<file path="src/rtl/stopwatch_pkg.sv">
`default_nettype none
// ============================================================================
// Module   : stopwatch_pkg
// Brief    : State encoding and default timing constants for the stopwatch
//            controller.
// Revision : 1.0 - initial release
// ============================================================================
package stopwatch_pkg;

    typedef enum logic [1:0] {
        IDLE  = 2'b00,
        RUN   = 2'b01,
        PAUSE = 2'b10,
        LAP   = 2'b11
    } state_t;

    localparam int c_clk_hz          = 100_000_000;
    localparam int c_tick_hz         = 10;
    localparam int c_debounce_cycles = 1_000_000;

    // RUN and LAP are the states in which time advances.
    function automatic logic is_counting(input state_t s);
        return (s == RUN) || (s == LAP);
    endfunction

endpackage
`default_nettype wire

</file>
<file path="src/rtl/btn_debounce.sv">
`default_nettype none
// ============================================================================
// Module   : btn_debounce
// Brief    : 2-FF synchronizer, stability-count debouncer and rising-edge
//            press pulse for one raw push button.
// Revision : 1.0 - initial release
// ============================================================================
module btn_debounce #(
    parameter int DEBOUNCE_CYCLES = stopwatch_pkg::c_debounce_cycles
) (
    input  logic clk,
    input  logic rst,
    input  logic i_btn,
    output logic o_press
);

    localparam int                 c_cnt_w    = (DEBOUNCE_CYCLES > 1) ? $clog2(DEBOUNCE_CYCLES) : 1;
    localparam logic [c_cnt_w-1:0] c_cnt_last = c_cnt_w'(DEBOUNCE_CYCLES - 1);
    localparam logic [c_cnt_w-1:0] c_cnt_one  = c_cnt_w'(1);

    logic               r_sync1;
    logic               r_sync2;
    logic               r_level;
    logic               r_armed;
    logic               r_press;
    logic [c_cnt_w-1:0] r_cnt;

    // r_armed stays low until the button is seen debounced-low, so a button
    // held through reset cannot fire until it is released and pressed again.
    always_ff @(posedge clk) begin
        if (rst) begin
            r_sync1 <= 1'b0;
            r_sync2 <= 1'b0;
            r_level <= 1'b0;
            r_armed <= 1'b0;
            r_press <= 1'b0;
            r_cnt   <= '0;
        end else begin
            r_sync1 <= i_btn;
            r_sync2 <= r_sync1;
            r_press <= 1'b0;
            if (r_sync2 != r_level) begin
                if (r_cnt == c_cnt_last) begin
                    r_level <= r_sync2;
                    r_cnt   <= '0;
                    r_press <= r_sync2 & r_armed;
                end else begin
                    r_cnt <= r_cnt + c_cnt_one;
                end
            end else if (!r_armed && !r_sync2) begin
                if (r_cnt == c_cnt_last) begin
                    r_armed <= 1'b1;
                    r_cnt   <= '0;
                end else begin
                    r_cnt <= r_cnt + c_cnt_one;
                end
            end else begin
                r_cnt <= '0;
            end
        end
    end

    assign o_press = r_press;

endmodule
`default_nettype wire

</file>
<file path="src/rtl/stopwatch_ctrl.sv">
`default_nettype none
// ============================================================================
// Module   : stopwatch_ctrl
// Brief    : Start/stop/lap stopwatch control FSM with tick prescaler and
//            debounced buttons. Define STOPWATCH_AUTO_STOP_EN to pause
//            automatically when the datapath reports its maximum count.
// Revision : 1.0 - initial release
// ============================================================================
module stopwatch_ctrl #(
    parameter int CLK_HZ          = stopwatch_pkg::c_clk_hz,
    parameter int TICK_HZ         = stopwatch_pkg::c_tick_hz,
    parameter int DEBOUNCE_CYCLES = stopwatch_pkg::c_debounce_cycles
) (
    input  logic       clock,
    input  logic       reset,
    input  logic       btn_start,
    input  logic       btn_lap,
    input  logic       max_reached,
    output logic       tick_en,
    output logic       cnt_clear,
    output logic       disp_hold,
    output logic       led,
    output logic [1:0] state
);

    import stopwatch_pkg::*;

    localparam int                   c_div        = CLK_HZ / TICK_HZ;
    localparam int                   c_presc_w    = $clog2(c_div);
    localparam logic [c_presc_w-1:0] c_presc_last = c_presc_w'(c_div - 1);
    localparam logic [c_presc_w-1:0] c_presc_one  = c_presc_w'(1);

    logic                 w_start;
    logic                 w_lap;
    logic                 w_clear;
    logic                 w_active;
    logic                 w_next_active;
    logic                 w_wrap;
    state_t               r_state;
    state_t               w_next;
    logic [c_presc_w-1:0] r_presc;
    logic                 r_tick;
    logic                 r_clear;
    logic                 r_hold;
    logic                 r_led;

    btn_debounce #(.DEBOUNCE_CYCLES(DEBOUNCE_CYCLES)) u_dbc_start (
        .clk     (clock),
        .rst     (reset),
        .i_btn   (btn_start),
        .o_press (w_start)
    );

    btn_debounce #(.DEBOUNCE_CYCLES(DEBOUNCE_CYCLES)) u_dbc_lap (
        .clk     (clock),
        .rst     (reset),
        .i_btn   (btn_lap),
        .o_press (w_lap)
    );

    // Start is tested first in every state, so a simultaneous lap is dropped.
    always_comb begin
        w_next  = r_state;
        w_clear = 1'b0;
        case (r_state)
            IDLE:    if (w_start) w_next = RUN;
            RUN:     if (w_start) w_next = PAUSE; else if (w_lap) w_next = LAP;
            LAP:     if (w_start) w_next = PAUSE; else if (w_lap) w_next = RUN;
            PAUSE: begin
                if (w_start) begin
                    w_next = RUN;
                end else if (w_lap) begin
                    w_next  = IDLE;
                    w_clear = 1'b1;
                end
            end
            default: w_next = IDLE;
        endcase
`ifdef STOPWATCH_AUTO_STOP_EN
        if (is_counting(r_state) && max_reached) begin
            w_next  = PAUSE;
            w_clear = 1'b0;
        end
`endif
    end

`ifndef STOPWATCH_AUTO_STOP_EN
    logic w_unused_max;
    assign w_unused_max = max_reached;
`endif

    assign w_active      = is_counting(r_state);
    assign w_next_active = is_counting(w_next);
    assign w_wrap        = (r_presc == c_presc_last);

    // A wrap coinciding with leaving RUN/LAP emits no tick, keeping tick_en
    // low whenever the registered state is IDLE or PAUSE.
    always_ff @(posedge clock) begin
        if (reset) begin
            r_state <= IDLE;
            r_presc <= '0;
            r_tick  <= 1'b0;
            r_clear <= 1'b0;
            r_hold  <= 1'b0;
            r_led   <= 1'b0;
        end else begin
            r_state <= w_next;
            if (w_next == IDLE) begin
                r_presc <= '0;
            end else if (w_active) begin
                r_presc <= w_wrap ? '0 : r_presc + c_presc_one;
            end
            r_tick  <= w_active & w_next_active & w_wrap;
            r_clear <= w_clear;
            r_hold  <= (w_next == LAP);
            r_led   <= w_next_active;
        end
    end

    assign state     = r_state;
    assign tick_en   = r_tick;
    assign cnt_clear = r_clear;
    assign disp_hold = r_hold;
    assign led       = r_led;

endmodule
`default_nettype wire

</file>
<file path="config.mk">
export PLATFORM = sky130hd
export DESIGN_NAME = stopwatch_ctrl
export DESIGN_NICKNAME = d
export VERILOG_FILES = /design/src/rtl/stopwatch_pkg.sv /design/src/rtl/btn_debounce.sv /design/src/rtl/stopwatch_ctrl.sv
export SDC_FILE = /design/constraint.sdc
export NUM_CORES = 1
export LEC_CHECK = 0
export ABC_CLOCK_PERIOD_IN_PS = 2100
export BUFFER_PORTS_ARGS = -buffer_cell sky130_fd_sc_hd__buf_2
export CAP_MARGIN = 20
export CORE_ASPECT_RATIO = 0.7
export CORE_UTILIZATION = 60
export DETAILED_ROUTE_END_ITERATION = 6
export GPL_TIMING_DRIVEN = 0
export PLACE_DENSITY = 0.74
export SLEW_MARGIN = 30
export SYNTH_ARGS = -nofsm -noshare
export SYNTH_HDL_FRONTEND = slang
export SYNTH_SLANG_ARGS = --single-unit
</file>
<file path="constraint.sdc">
create_clock -name clock -period 2.1 [get_ports clock]
set_input_delay 0 -clock clock [delete_from_list [all_inputs] [get_ports clock]]
set_output_delay 0 -clock clock [all_outputs]
set_load 0.02 [all_outputs]
</file>
## Yosys cells after proc, flatten, opt, wreduce, memory -nomap -nowiden

Cells that the tools add are included.

- Flip-flop bits (word level): 80
- Output and inout bits: 6
- Bits of input ports: 5

- Equal/unequal tests: 10
- Reduce and logical (&&, ||, !) cells: 18
- Mux-type cells: 16
- Add/subtract/negate cells: 3
- Bitwise logic cells: 9

Operators by type and width:

| cell | number |
|---|---|
| $mux W20 | 6 |
| $add A20 B1 Y20 const B | 2 |
| $eq A20 B20 Y1 const B | 2 |
| $add A24 B1 Y24 const B | 1 |
| $eq A24 B24 Y1 const B | 1 |
| $mux W24 | 1 |
| $mux W2 | 7 |
| $reduce_or A3 Y1 | 3 |
| $pmux W2 S4 | 1 |
| $eq A2 B2 Y1 const B | 3 |
| $reduce_and A3 Y1 | 2 |
| $not A1 Y1 | 5 |
| $and A1 B1 Y1 | 4 |
| $eq A2 B1 Y1 const B | 2 |
| $logic_not A1 Y1 | 4 |
| $logic_not A2 Y1 | 2 |
| $reduce_and A2 Y1 | 2 |
| $logic_and A1 B1 Y1 | 2 |
| $logic_or A1 B1 Y1 | 2 |
| $ne A1 B1 Y1 | 2 |
| $reduce_or A2 Y1 | 1 |
| $mux W1 | 1 |

## Logic depth before layout (Yosys ltp)

Gate-level depths: netlist of the first run.

- Word-level depth: 7
- Mapped depth: 6
- Gate-level depth less buffers: 5

## Hierarchy

From an unflattened synthesis of the first run, not the netlist that was laid out.

- Cell total of the unflattened synthesis: 405
- Area total of the unflattened synthesis: 3631.0 um^2

By module, submodules not included:

| module | times used | area each (um^2) | cells an instance | sequential area each (um^2) |
|---|---|---|---|---|
| btn_debounce | 2 | 1124.8 | 123 | 500.5 |
| stopwatch_ctrl | 1 | 1381.3 | 159 | 600.6 |

## Worst setup path after synthesis of the first run

No wires, ideal clock.

- Path kind: flip-flop to flip-flop
- Start point: reg r_state[0] (netlist: state[0])
- End point: reg r_presc[16]
- Path buffers: 2
- Path slack: 72 ps
- Stages on the path, launching flop included: 7
- Required time: 2030 ps
- Period minus slack after synthesis: 2028 ps
- Arrival: 1958 ps
- Library setup time: 70 ps
- Path through: dfxtp_1 > buf_2 > nand2_2 > or4_1 > clkbuf_1 > or3_1 > a21oi_1

- Longest elaborated chain between the ends: 5

RTL lines:

| element | RTL line | source |
|---|---|---|
| start, declared | stopwatch_ctrl.sv:39 | `state_t r_state;` |
| start signal, assigned | stopwatch_ctrl.sv:107 | `r_state <= w_next;` |
| $mux W2 (on tied branches) | stopwatch_ctrl.sv:72, stopwatch_ctrl.sv:67, stopwatch_ctrl.sv:68 |  |
| $mux W2 (on tied branches) | stopwatch_ctrl.sv:70, stopwatch_ctrl.sv:67, stopwatch_ctrl.sv:68 |  |
| $pmux W2 S4 | stopwatch_ctrl.sv:65 | `case (r_state)` |
| $logic_not A2 Y1 | stopwatch_ctrl.sv:108 | `if (w_next == IDLE) begin` |
| $reduce_or A2 Y1 (no source line) | - |  |
| end signal, assigned | stopwatch_ctrl.sv:111 | `r_presc <= w_wrap ? '0 : r_presc + c_presc_one;` |
| end, declared | stopwatch_ctrl.sv:41 | `logic [c_presc_w-1:0] r_presc;` |

Several ways; a longest one is shown, not always the timed one.
A chain may end at the register's enable or synchronous reset.

## Worst setup path in the final report of the first run

- Start point: reg u_dbc_start.r_cnt[12]
- End point: reg u_dbc_start.r_cnt[18]

- Longest elaborated chain between the ends: 4

RTL lines:

| element | RTL line | source |
|---|---|---|
| start, declared | btn_debounce.sv:26 | `logic [c_cnt_w-1:0] r_cnt;` |
| start signal, assigned | btn_debounce.sv:48 | `r_cnt <= r_cnt + c_cnt_one;` |
| start signal, assigned | btn_debounce.sv:55 | `r_cnt <= r_cnt + c_cnt_one;` |
| $add A20 B1 Y20 / $eq A20 B20 Y1 (equally long branches) | - |  |
| $mux W20 (*) | btn_debounce.sv:43, btn_debounce.sv:51 |  |
| $mux W20 | btn_debounce.sv:50 | `end else if (!r_armed && !r_sync2) begin` |
| $mux W20 (*) | btn_debounce.sv:42 | `if (r_sync2 != r_level) begin` |

Mark *: on every way between the ends. The rest lies on a longest branch, timed or not.

==> summary.md, run 1 <==
| Metric | Value |
|---|---|
| Run status | finished clean |
| Wire length per cell | 13.8 microns |
| Chip width | 93.2 microns |
| Syn_area_per_cell | 8.65 sq um |
| HP Start | reset |
| Crit path buffers/inverters | 1 |
| Critical path fanouts, max | 10 |
| Tmin final | 2.06 ns |
| Initial DRC count | 207 |
| Clock Latency Late Sink | 0.35 ns |
| Final Max Tran Viols | 0 |
| Average vias per placed instance | 5.87 |
| R2r startpoint | u_dbc_start.r_cnt[12]$_SDFF_PP0_ |
| Endpoints failing hold | 0 |
| Worst R2R End | u_dbc_start.r_cnt[18]$_SDFF_PP0_ |
| Via count | 2968 |
| Pleak | 1.21 nW |
| CTS clk-pin slew, worst paths | 0.07 ns |
| Sequential Area | 1590 sq um |
| DRC | 0 |
| Core Region | 5420 sq um |
| DPL Wire Length | 4810 microns |
| Clock tree buffer depth | 2 |
| Filler cell count | 417 |
| Cells after synthesis | 404 |
| Synthesis Warnings | 0 |
| Post-synth cell types | 41 |
| Die area | 6140 sq um |
| CTS tree | built |
| Fin crit share | 97.9% |
| Initial Utilization | 64.4% |
| GRT Overall Usage | 24.9% |
| GRT overflow | 0 |
| Worst Path Required | 2.33 ns |
| Post-synthesis register bit count | 79 |
| Pre-antenna DRT Iters | 6 |
| RSZ-0062 raised after global routing | true |
| Largest net degree at the start of global routing | 13 |
| Nets@finish | 437 |
| Worst Tran Pin Value | 0.601 ns |
| DRT antenna net count | 0 |
| Layout cells sized above 1 | 14.1% |
| Beginning of the critical path | u_dbc_start.r_cnt[12]$_SDFF_PP0_ |
| Final wirelength | 6970 microns |
| Ys async rst share | 0% |
| Hold path depth | 2 |
| I/O pins | 11 |
| Slowest CP cell | or4b_1 |
| Critical path class | flop to flop |
| Total negative slack | 0 ns |
| Initial antenna violation count | 0 |
| Maximum Capacitance Violations | 0 |
| Cell family with most CP delay | simple AND/OR/NAND/NOR gates |
| Tightest Hold Check Type | input pin to flop |
| Max-slew headroom | 59.5% |
| Syn_nets | 412 |
| R2R setup slack | 0.04 ns |
| PortBufs | 8 |
| Peak supply drop | 0.547 mV |
| Gpl congestion | 0.816 |
| Crit-path cells | or4b_1 > or4_4 > o21ai_2 > buf_4 > a21oi_1 |
| Sequential share of the synthesized area | 45.3% |
| Clk_skew | 0.00883 ns |
| PwrDens | 681 nW/um^2 |
| Post-Place Setup Slack | -0.140 ns |
| Worst hold endpoint | state[0]$_SDFF_PP0_ |
| Die H | 65.8 microns |
| Footprint of the multi-input gates | 1820 sq um |
| CTS H-tree lvls | 3 |
| Fmax | 487 MHz |
| Critical Path AT | 2.29 ns |
| Critical Path Source Type | flop |
| Cells on worst reg2reg path | 5 |
| Fin cells | 506 |
| Crit path largest cell delay | 0.58 ns |
| Post-synth EDFFs | 0 |
| CTS Sinks | 79 |
| Area growth from synthesis to layout | 12.3% |
| CTS Root Cell | clkbuf_8 |
| Critical Path End Type | flop |
| Top FF cell, synth | dfxtp_1 |
| Vias in the first global route | 2646 |
| Mapped cell area | 3490 sq um |
| Setup Viol. Count Final | 0 |
| Diodes inserted | 0 |
| CTS Buf Count | 9 |
| First-pass GRT wire length | 11700 microns |
| Number of placed instances with taps included | 484 |
| Row count | 22 |
| Fin worst setup slack | 0.0446 ns |
[through the flow]
stage	cell area (sq um)	util [%]	total power [mW]	hold slack [ns]
after detailed placement	3620	66.8	1.61	0.217
after global routing	3920	72.3	2.78	0.0983
after floorplan	3490	-	1.59	0.128
after global placement	3620	66.8	1.61	0.210
after CTS	3850	71.0	2.70	0.0647
final	3920	72.3	2.67	0.0966
[timing repair]
action	in CTS	in global routing
hold buffers	2	0
gates resized for setup	6	22
hold endpoints to repair	2	0
endpoints found under the setup margin	22	60
pin swaps	0	3
buffers inserted	0	4
[synthesized netlist by cell type (5+ instances only)]
master	n	share of area, %
dfxtp_1	79	45
and3_1	5	0.90
buf_2	8	1.1
nand2_1	16	1.7
or4_1	17	3.7
o21ai_0	21	3.0
o31ai_1	8	1.7
xor2_1	9	2.3
or3_1	19	3.4
nor2_1	54	5.8
nor4_1	7	1.3
nor2b_1	5	0.90
a21oi_1	29	4.2
nand4_1	10	1.8
nand3_1	22	3.2
nor3_1	12	1.7
xnor2_1	26	6.5
inv_1	16	1.7
[how the worst max path moves through the flow]
stage          slack, ns                               end  depth (start not counted)
2_1_floorplan       0.07          r_presc[16]$_SDFFE_PP0N_                          6
3_3_place_gp       -0.08          r_presc[14]$_SDFFE_PP0N_                          6
3_5_place_dp       -0.14          r_presc[17]$_SDFFE_PP0N_                          6
4_1_cts           0.0008   u_dbc_start.r_cnt[2]$_SDFF_PP0_                          5
5_1_grt            -0.03    u_dbc_lap.r_cnt[18]$_SDFF_PP0_                          5
6_report            0.04  u_dbc_start.r_cnt[18]$_SDFF_PP0_                          5
[placed cells by master, fill, tap and decap left out, types with 3 or more instances in the layout]
| cell | count |
|---|---|
| a21o_1 | 3 |
| a21oi_1 | 29 |
| and3_1 | 5 |
| and4_1 | 4 |
| buf_2 | 11 |
| buf_4 | 10 |
| clkbuf_1 | 4 |
| clkbuf_8 | 10 |
| clkinv_2 | 3 |
| dfxtp_1 | 73 |
| dfxtp_2 | 6 |
| inv_1 | 16 |
| nand2_1 | 16 |
| nand3_1 | 22 |
| nand4_1 | 10 |
| nor2_1 | 54 |
| nor2b_1 | 5 |
| nor3_1 | 12 |
| nor4_1 | 7 |
| o21ai_0 | 21 |
| o31ai_1 | 7 |
| or3_1 | 19 |
| or4_1 | 12 |
| or4_4 | 7 |
| xnor2_1 | 26 |
| xor2_1 | 9 |
[flip-flops by register name (all words and copies together) (netlist names), 2 cells and up]
name               flops
r_presc               24
u_dbc_start.r_cnt     20
u_dbc_lap.r_cnt       20
state                  2
[logic make-up after synthesis]
kind of cell	count (synthesis)	share of synthesized area, %
AO/OA/AOI/OAI	67	10.8
XOR/XNOR	35	8.78
adder cells (fa/ha/maj)	3	1.07
buffers and inverters	29	3.51
flip-flops	79	45.3
multiplexers	1	0.287
AND/OR/NAND/NOR	190	30.3
[final cells by class]
class | instances | share of cell area, %
flip-flops and latches | 79 | 40.5
well taps | 72 | 2.30
repair buffers | 14 | 2.30
clock inverters | 4 | 1.15
clock buffers | 12 | 3.70
plain buffers | 13 | 2.04
inverters | 16 | 1.53
multi-input cells | 296 | 46.5
[power by group]
group / switching [mW] / internal, mW / leakage (nW)
combinational: 0.0321 / 0.0245 / 0.473
sequential: 0.0145 / 1.51 / 0.641
clock: 0.513 / 0.576 / 0.100
[routing by layer]
metal	wire, microns	global-route usage (%)	up-vias
met5	0	0	-
met1	3520	34.1	1376
met3	383	8.28	17
met4	129	9.04	0
li1	-	-	1493
met2	2940	36.4	82
(Power assumes the default switching activity.)
==> run 2: changes to the inputs <==
==> constraint.sdc (replaced) <==
create_clock -name clock -period 2.1 [get_ports clock]
set_input_delay 0 -clock clock [delete_from_list [all_inputs] [get_ports clock]]
set_output_delay 0 -clock clock [all_outputs]
set_load 0.05 [all_outputs]
==> run 2 against run 1 <==
  * Setup slack worse by 0.020 ns
  * Sequential cell count unchanged
  * Largest cell class unchanged
  * Global-route usage shrank 0.082 points
==> summary.md, run 2 (same netlist as run 1, synthesis figures left out) <==
| Metric | Value |
|---|---|
| Cells on worst reg2reg path | 5 (unchanged) |
| GRT overflow | 0 (unchanged) |
| Total chip power | 2.83 mW (was 2.67 mW) |
| Filler cell count | 414 (was 417) |
| Nets@finish | 435 (was 437) |
| Chip width | 93.2 microns (unchanged) |
| Hold path depth | 2 (unchanged) |
| Tightest Hold Check Type | input pin to flop (unchanged) |
| First-pass GRT wire length | 11800 microns (was 11700 microns) |
| Core Region | 5420 sq um (unchanged) |
| Final Max Tran Viols | 0 (unchanged) |
| Worst R2R End | u_dbc_start.r_cnt[18]$_SDFF_PP0_ (unchanged) |
| GRT Overall Usage | 24.8% (was 24.9%) |
| Critical Path Source Type | flop (unchanged) |
| Diodes inserted | 0 (unchanged) |
| Clock Latency Late Sink | 0.35 ns (about the same) |
| CTS Buf Count | 9 (unchanged) |
| Most frequent cells in the layout | dfxtp_1, nor2_1, a21oi_1, xnor2_1 (was dfxtp_1, nor2_1, a21oi_1, xnor2_1, nand3_1) |
| Final wirelength | 6930 microns (was 6970 microns) |
| Die area | 6140 sq um (unchanged) |
| Cell family with most CP delay | simple AND/OR/NAND/NOR gates (unchanged) |
| Worst Tran Pin Value | 0.560 ns (was 0.601 ns) |
| DRC | 0 (unchanged) |
| Tmin final | 2.08 ns (was 2.06 ns) |
| Die H | 65.8 microns (unchanged) |
| Fmax | 482 MHz (was 487 MHz) |
| Max-slew headroom | 62.3% (was 59.5%) |
| Area growth from synthesis to layout | 13.3% (was 12.3%) |
| R2R setup slack | 0.02 ns (was 0.04 ns) |
| DPL Wire Length | 4760 microns (was 4810 microns) |
| Post-Place Setup Slack | -0.140 ns (about the same) |
| CTS tree | built (unchanged) |
| Initial Utilization | 64.4% (unchanged) |
| Number of placed instances with taps included | 484 (unchanged) |
| Footprint of the multi-input gates | 1820 sq um (about the same) |
| Wire length per cell | 13.8 microns (about the same) |
| Row count | 22 (unchanged) |
| CTS Root Cell | clkbuf_8 (unchanged) |
| Vias in the first global route | 2611 (was 2646) |
| Critical Path End Type | flop (unchanged) |
| Worst Path Required | 2.33 ns (about the same) |
| Endpoints failing hold | 0 (unchanged) |
| Regs by FF count | r_presc x24, u_dbc_lap.r_cnt x20, u_dbc_start.r_cnt x20 (unchanged) |
| Critical path fanouts, max | 10 (unchanged) |
| Gpl congestion | 0.816 (about the same) |
| Crit path largest cell delay | 0.57 ns (was 0.58 ns) |
| Post-placement cell area | 3620 sq um (about the same) |
| Clock tree buffer depth | 2 (unchanged) |
| Setup Viol. Count Final | 0 (unchanged) |
| Max reg flops | 24 (unchanged) |
| I/O pins | 11 (unchanged) |
| CTS clk-pin slew, worst paths | 0.08 ns (was 0.07 ns) |
| Fin cells | 504 (was 506) |
| PortBufs | 8 (unchanged) |
| Total negative slack | 0 ns (unchanged) |
| Via count | 2928 (was 2968) |
| CTS H-tree lvls | 3 (unchanged) |
| Critical path class | flop to flop (unchanged) |
| Slowest CP cell | or4b_1 (unchanged) |
| Commonest non-fill, non-tap cell in the layout | dfxtp_1 (unchanged) |
| Maximum Capacitance Violations | 0 (unchanged) |
| Post-Layout Inst Area | 3960 sq um (was 3920 sq um) |
| Peak supply drop | 0.397 mV (was 0.547 mV) |
| Pre-antenna DRT Iters | 5 (was 6) |
| Crit path buffers/inverters | 1 (unchanged) |
| R2r startpoint | u_dbc_start.r_cnt[12]$_SDFF_PP0_ (unchanged) |
| DRT antenna net count | 0 (unchanged) |
| Layout cells sized above 1 | 14.1% (about the same) |
| Fin worst setup slack | 0.0246 ns (was 0.0446 ns) |
| Critical Path AT | 2.31 ns (was 2.29 ns) |
| Initial DRC count | 120 (was 207) |
| Largest net degree at the start of global routing | 14 (was 13) |
| Pleak | 1.22 nW (was 1.21 nW) |
| Run status | finished clean (unchanged) |
| Initial antenna violation count | 0 (unchanged) |
| CTS Sinks | 79 (unchanged) |
| PwrDens | 715 nW/um^2 (was 681 nW/um^2) |
| Clk_skew | 0.0104 ns (was 0.00883 ns) |
| Fin crit share | 98.8% (was 97.9%) |
| Crit-path cells | or4b_1 > or4_1 > o21ai_2 > buf_6 > a21oi_1 (was or4b_1 > or4_4 > o21ai_2 > buf_4 > a21oi_1) |
| Sequential Area | 1590 sq um (about the same) |
| HP Start | reset (unchanged) |
| Average vias per placed instance | 5.81 (was 5.87) |
| Largest Register | r_presc (unchanged) |
| Worst hold endpoint | state[0]$_SDFF_PP0_ (unchanged) |
==> run 2: changes by cell type in the layout (fill, tap and decap cells not counted), sizes merged <==
cell and delta:
buf -2, bufinv +1, clkbuf -1, clkinv -1
clkinvlp +1
==> run 2: report_power, final <==
part / switching (mW) / internal, mW / total, mW / leakage, nW
registers: 0.0149 / 1.51 / 1.53 / 0.641
clock network: 0.540 / 0.702 / 1.24 / 0.110
logic: 0.0326 / 0.0270 / 0.0596 / 0.467
==> run 2: worst max-delay path by stage <==
stage,start,end,depth (start not counted),slack [ns]
2_1_floorplan,state[0]$_SDFF_PP0_,r_presc[16]$_SDFFE_PP0N_,6,0.01
3_3_place_gp,r_presc[0]$_SDFFE_PP0N_,r_presc[14]$_SDFFE_PP0N_,6,-0.08
3_5_place_dp,r_presc[0]$_SDFFE_PP0N_,r_presc[17]$_SDFFE_PP0N_,6,-0.14
4_1_cts,u_dbc_start.r_cnt[12]$_SDFF_PP0_,u_dbc_start.r_cnt[4]$_SDFF_PP0_,5,0.006
5_1_grt,u_dbc_start.r_cnt[12]$_SDFF_PP0_,u_dbc_start.r_cnt[14]$_SDFF_PP0_,5,-0.06
6_report,u_dbc_start.r_cnt[12]$_SDFF_PP0_,u_dbc_start.r_cnt[18]$_SDFF_PP0_,5,0.02
==> run 2: final cells by class <==
cell class | count | share of cell area (%)
clock inverter | 5 | 2.06
sequential | 79 | 40.2
buffer | 12 | 2.21
inverter | 16 | 1.52
tap | 72 | 2.28
timing repair buffer | 13 | 2.09
clock buffer | 11 | 3.57
multi-input combinational | 296 | 46.1
==> run 2: repair_timing <==
action                                  CTS  global route
pin swaps                                 0             3
endpoints found under the hold margin     2             0
endpoints found under the setup margin   22            61
resized for setup                         6            24
hold buffers                              2             0
buffers inserted                          0             3
==> run 2: routing by layer <==
layer / part of all wire, % / wire [microns] / GRT usage, %
met1: 50 / 3500 / 35.3
met5: 0 / 0 / 0
met4: 1.0 / 71 / 8.27
met2: 43 / 2980 / 35.7
met3: 5.6 / 385 / 7.36
==> run 2: metrics by stage <==
step,utilization (%),hold WS (ns)
after floorplan,-,0.128
after global placement,66.8,0.210
after detailed placement,66.8,0.217
after CTS,71.6,0.0485
after global routing,73.0,0.109
final,73.0,0.0655
==> run 2: worst reg2reg max path, stage by stage (launching register included) <==
cell	delay (ns)
dfxtp_1	0.38
or4b_1	0.57
or4_1	0.55
o21ai_2	0.23
buf_6	0.19
a21oi_1	0.06
==> run 3: changes to the inputs <==
--- a/config.mk
+++ b/config.mk
@@ -9,6 +9,7 @@
 export BUFFER_PORTS_ARGS = -buffer_cell sky130_fd_sc_hd__buf_2
 export CAP_MARGIN = 20
 export CORE_ASPECT_RATIO = 0.7
+export CORE_MARGIN = 4
 export CORE_UTILIZATION = 60
 export DETAILED_ROUTE_END_ITERATION = 6
 export GPL_TIMING_DRIVEN = 0
==> run 3 against run 2 <==
  * Non-clock buffer count rose by 1
  * Global-route usage fell by 4.5 points
  * Register-to-register slack improved by 0.05 ns
  * Count of clock-buffer cells in the layout rose by 1
  * Clock skew fell by 0.0054 ns
  * Fmax rose by 2.3%
  * Via count fell by 1.6%
  * Critical path type unchanged
  * Largest cell class unchanged
  * Critical endpoint is now u_dbc_start.r_cnt[17]$_SDFF_PP0_
  * Cell area rose by 0.22%
  * Sequential share of layout area fell by 0.089 points
  * Die area rose by 16%
  * Combinational power barely moved
==> summary.md, run 3 (same netlist as run 1, synthesis figures left out) <==
| Metric | Value |
|---|---|
| CTS clk-pin slew, worst paths | 0.08 ns (about the same) |
| Nets@finish | 436 (was 435) |
| GRT Overall Usage | 20.3% (was 24.8%) |
| Die area | 7130 sq um (was 6140 sq um) |
| Max-slew headroom | 57.7% (was 62.3%) |
| Critical path fanouts, max | 8 (was 10) |
| Final Max Tran Viols | 0 (unchanged) |
| CTS Root Cell | clkbuf_8 (unchanged) |
| Pleak | 1.23 nW (was 1.22 nW) |
| Initial antenna violation count | 0 (unchanged) |
| CTS H-tree lvls | 3 (unchanged) |
| Critical path class | flop to flop (unchanged) |
| Critical Path Source Type | flop (unchanged) |
| DRC | 0 (unchanged) |
| Via count | 2882 (was 2928) |
| DPL Wire Length | 4840 microns (was 4760 microns) |
| Gpl congestion | 0.840 (was 0.816) |
| Wire length per cell | 13.8 microns (about the same) |
| Endpoints failing hold | 0 (unchanged) |
| Final wirelength | 6970 microns (was 6930 microns) |
| Largest net degree at the start of global routing | 13 (was 14) |
| Clk_skew | 0.00497 ns (was 0.0104 ns) |
| Total negative slack | 0 ns (unchanged) |
| Cell family with most CP delay | simple AND/OR/NAND/NOR gates (unchanged) |
| Crit-path cells | nand3_4 > or4_1 > buf_2 > or4_4 > a21oi_2 (was or4b_1 > or4_1 > o21ai_2 > buf_6 > a21oi_1) |
| Slowest CP cell | or4_1 (was or4b_1) |
| Crit path largest cell delay | 0.57 ns (about the same) |
| Initial DRC count | 162 (was 120) |
| Fmax | 493 MHz (was 482 MHz) |
| GRT overflow | 0 (unchanged) |
| Critical Path AT | 2.32 ns (was 2.31 ns) |
| Critical Path End Type | flop (unchanged) |
| DRT antenna net count | 0 (unchanged) |
| Max reg flops | 24 (unchanged) |
| Worst Path Required | 2.39 ns (was 2.33 ns) |
| PortBufs | 8 (unchanged) |
| Layout cells sized above 1 | 14.6% (was 14.1%) |
| CTS tree | built (unchanged) |
| Commonest non-fill, non-tap cell in the layout | dfxtp_1 (unchanged) |
| PwrDens | 722 nW/um^2 (was 715 nW/um^2) |
| Post-placement cell area | 3620 sq um (unchanged) |
| Vias in the first global route | 2485 (was 2611) |
| CTS Buf Count | 9 (unchanged) |
| Clock Latency Late Sink | 0.35 ns (about the same) |
| Pre-antenna DRT Iters | 5 (unchanged) |
| Core Region | 5420 sq um (unchanged) |
| Setup Viol. Count Final | 0 (unchanged) |
| Most frequent cells in the layout | dfxtp_1, nor2_1, a21oi_1, xnor2_1, nand3_1 (was dfxtp_1, nor2_1, a21oi_1, xnor2_1) |
| Regs by FF count | r_presc x24, u_dbc_lap.r_cnt x20, u_dbc_start.r_cnt x20 (unchanged) |
| CTS Sinks | 79 (unchanged) |
| Post-Layout Inst Area | 3970 sq um (was 3960 sq um) |
| Footprint of the multi-input gates | 1830 sq um (was 1820 sq um) |
| Initial Utilization | 64.4% (unchanged) |
| I/O pins | 11 (unchanged) |
| Average vias per placed instance | 5.72 (was 5.81) |
| Filler cell count | 426 (was 414) |
| Run status | finished clean (unchanged) |
| Chip width | 99.2 microns (was 93.2 microns) |
| Peak supply drop | 0.615 mV (was 0.397 mV) |
| Die H | 71.8 microns (was 65.8 microns) |
| Tightest Hold Check Type | input pin to flop (unchanged) |
| Maximum Capacitance Violations | 0 (unchanged) |
| Fin crit share | 96.6% (was 98.8%) |
| Crit path buffers/inverters | 1 (unchanged) |
| First-pass GRT wire length | 11700 microns (was 11800 microns) |
| Row count | 22 (unchanged) |
| Sequential Area | 1590 sq um (unchanged) |
| Largest Register | r_presc (unchanged) |
| Area growth from synthesis to layout | 13.5% (was 13.3%) |
| Tmin final | 2.03 ns (was 2.08 ns) |
| Worst Tran Pin Value | 0.629 ns (was 0.560 ns) |
| Diodes inserted | 0 (unchanged) |
| Clock tree buffer depth | 2 (unchanged) |
==> run 3: cell types whose count changed in the layout (fill, tap and decap cells not counted), sizes merged <==
cell,previous run,this run
buf,19,20
clkbuf,15,16
clkinv,2,1
clkinvlp,1,0
==> run 3: final timing paths <==
kind                                                 startpoint                               end  slack, ns  cells past startpoint
worst min-delay path                                      reset               state[0]$_SDFF_PP0_       0.07                      2
worst max register to register  u_dbc_start.r_cnt[2]$_SDFF_PP0_  u_dbc_start.r_cnt[17]$_SDFF_PP0_       0.07                      5
worst min register to register   u_dbc_start.r_sync1$_SDFF_PP0_    u_dbc_start.r_sync2$_SDFF_PP0_       0.44                      1
worst max-delay path            u_dbc_start.r_cnt[2]$_SDFF_PP0_  u_dbc_start.r_cnt[17]$_SDFF_PP0_       0.07                      5
==> run 3: area by class of cell <==
class                   count  area share [%]
plain buffers              12            2.02
clock buffers              12            4.16
clock inverters             3            1.64
inverters                  16            1.51
multi-input cells         296            46.0
flip-flops and latches     79            40.1
well taps                  72            2.27
repair buffers             14            2.27
==> run 3: where the power goes <==
| group | switching, mW | internal, mW | leakage [nW] |
|---|---|---|---|
| Sequential | 0.0148 | 1.51 | 0.641 |
| Clock | 0.520 | 0.758 | 0.118 |
| Combinational | 0.0329 | 0.0265 | 0.471 |
==> run 3: per-layer routing <==
metal  track usage [%]  routed length (microns)  vias up
li1                  -                        -     1484
met5                 0                        0        -
met2              29.1                     2950       57
met3              7.10                      360        9
met1              29.4                     3600     1332
met4              4.24                       67        0
==> run 3: per-stage QoR <==
| step | worst slack [ns] | hold WS, ns | total power [mW] | std cells | util [%] |
|---|---|---|---|---|---|
| 2_1_floorplan | 0.0136 | 0.128 | 1.59 | 404 | - |
| 3_3_place_gp | -0.0863 | 0.208 | 1.61 | 484 | 66.8 |
| 3_5_place_dp | -0.0812 | 0.213 | 1.61 | 484 | 66.8 |
| 4_1_cts | 0.00306 | 0.0643 | 2.88 | 501 | 71.6 |
| 5_1_grt | -0.00354 | 0.0910 | 2.98 | 504 | 73.1 |
| 6_report | 0.0709 | 0.0727 | 2.86 | 504 | 73.1 |
==> run 3: timing repair <==
action | 4_1_cts | 5_1_grt
pin swaps | 0 | 3
buffers inserted | 0 | 4
endpoints found under the setup margin | 16 | 62
cloned | 0 | 0
hold buffers | 2 | 0
gates resized for setup | 5 | 23
endpoints found under the hold margin | 2 | 0
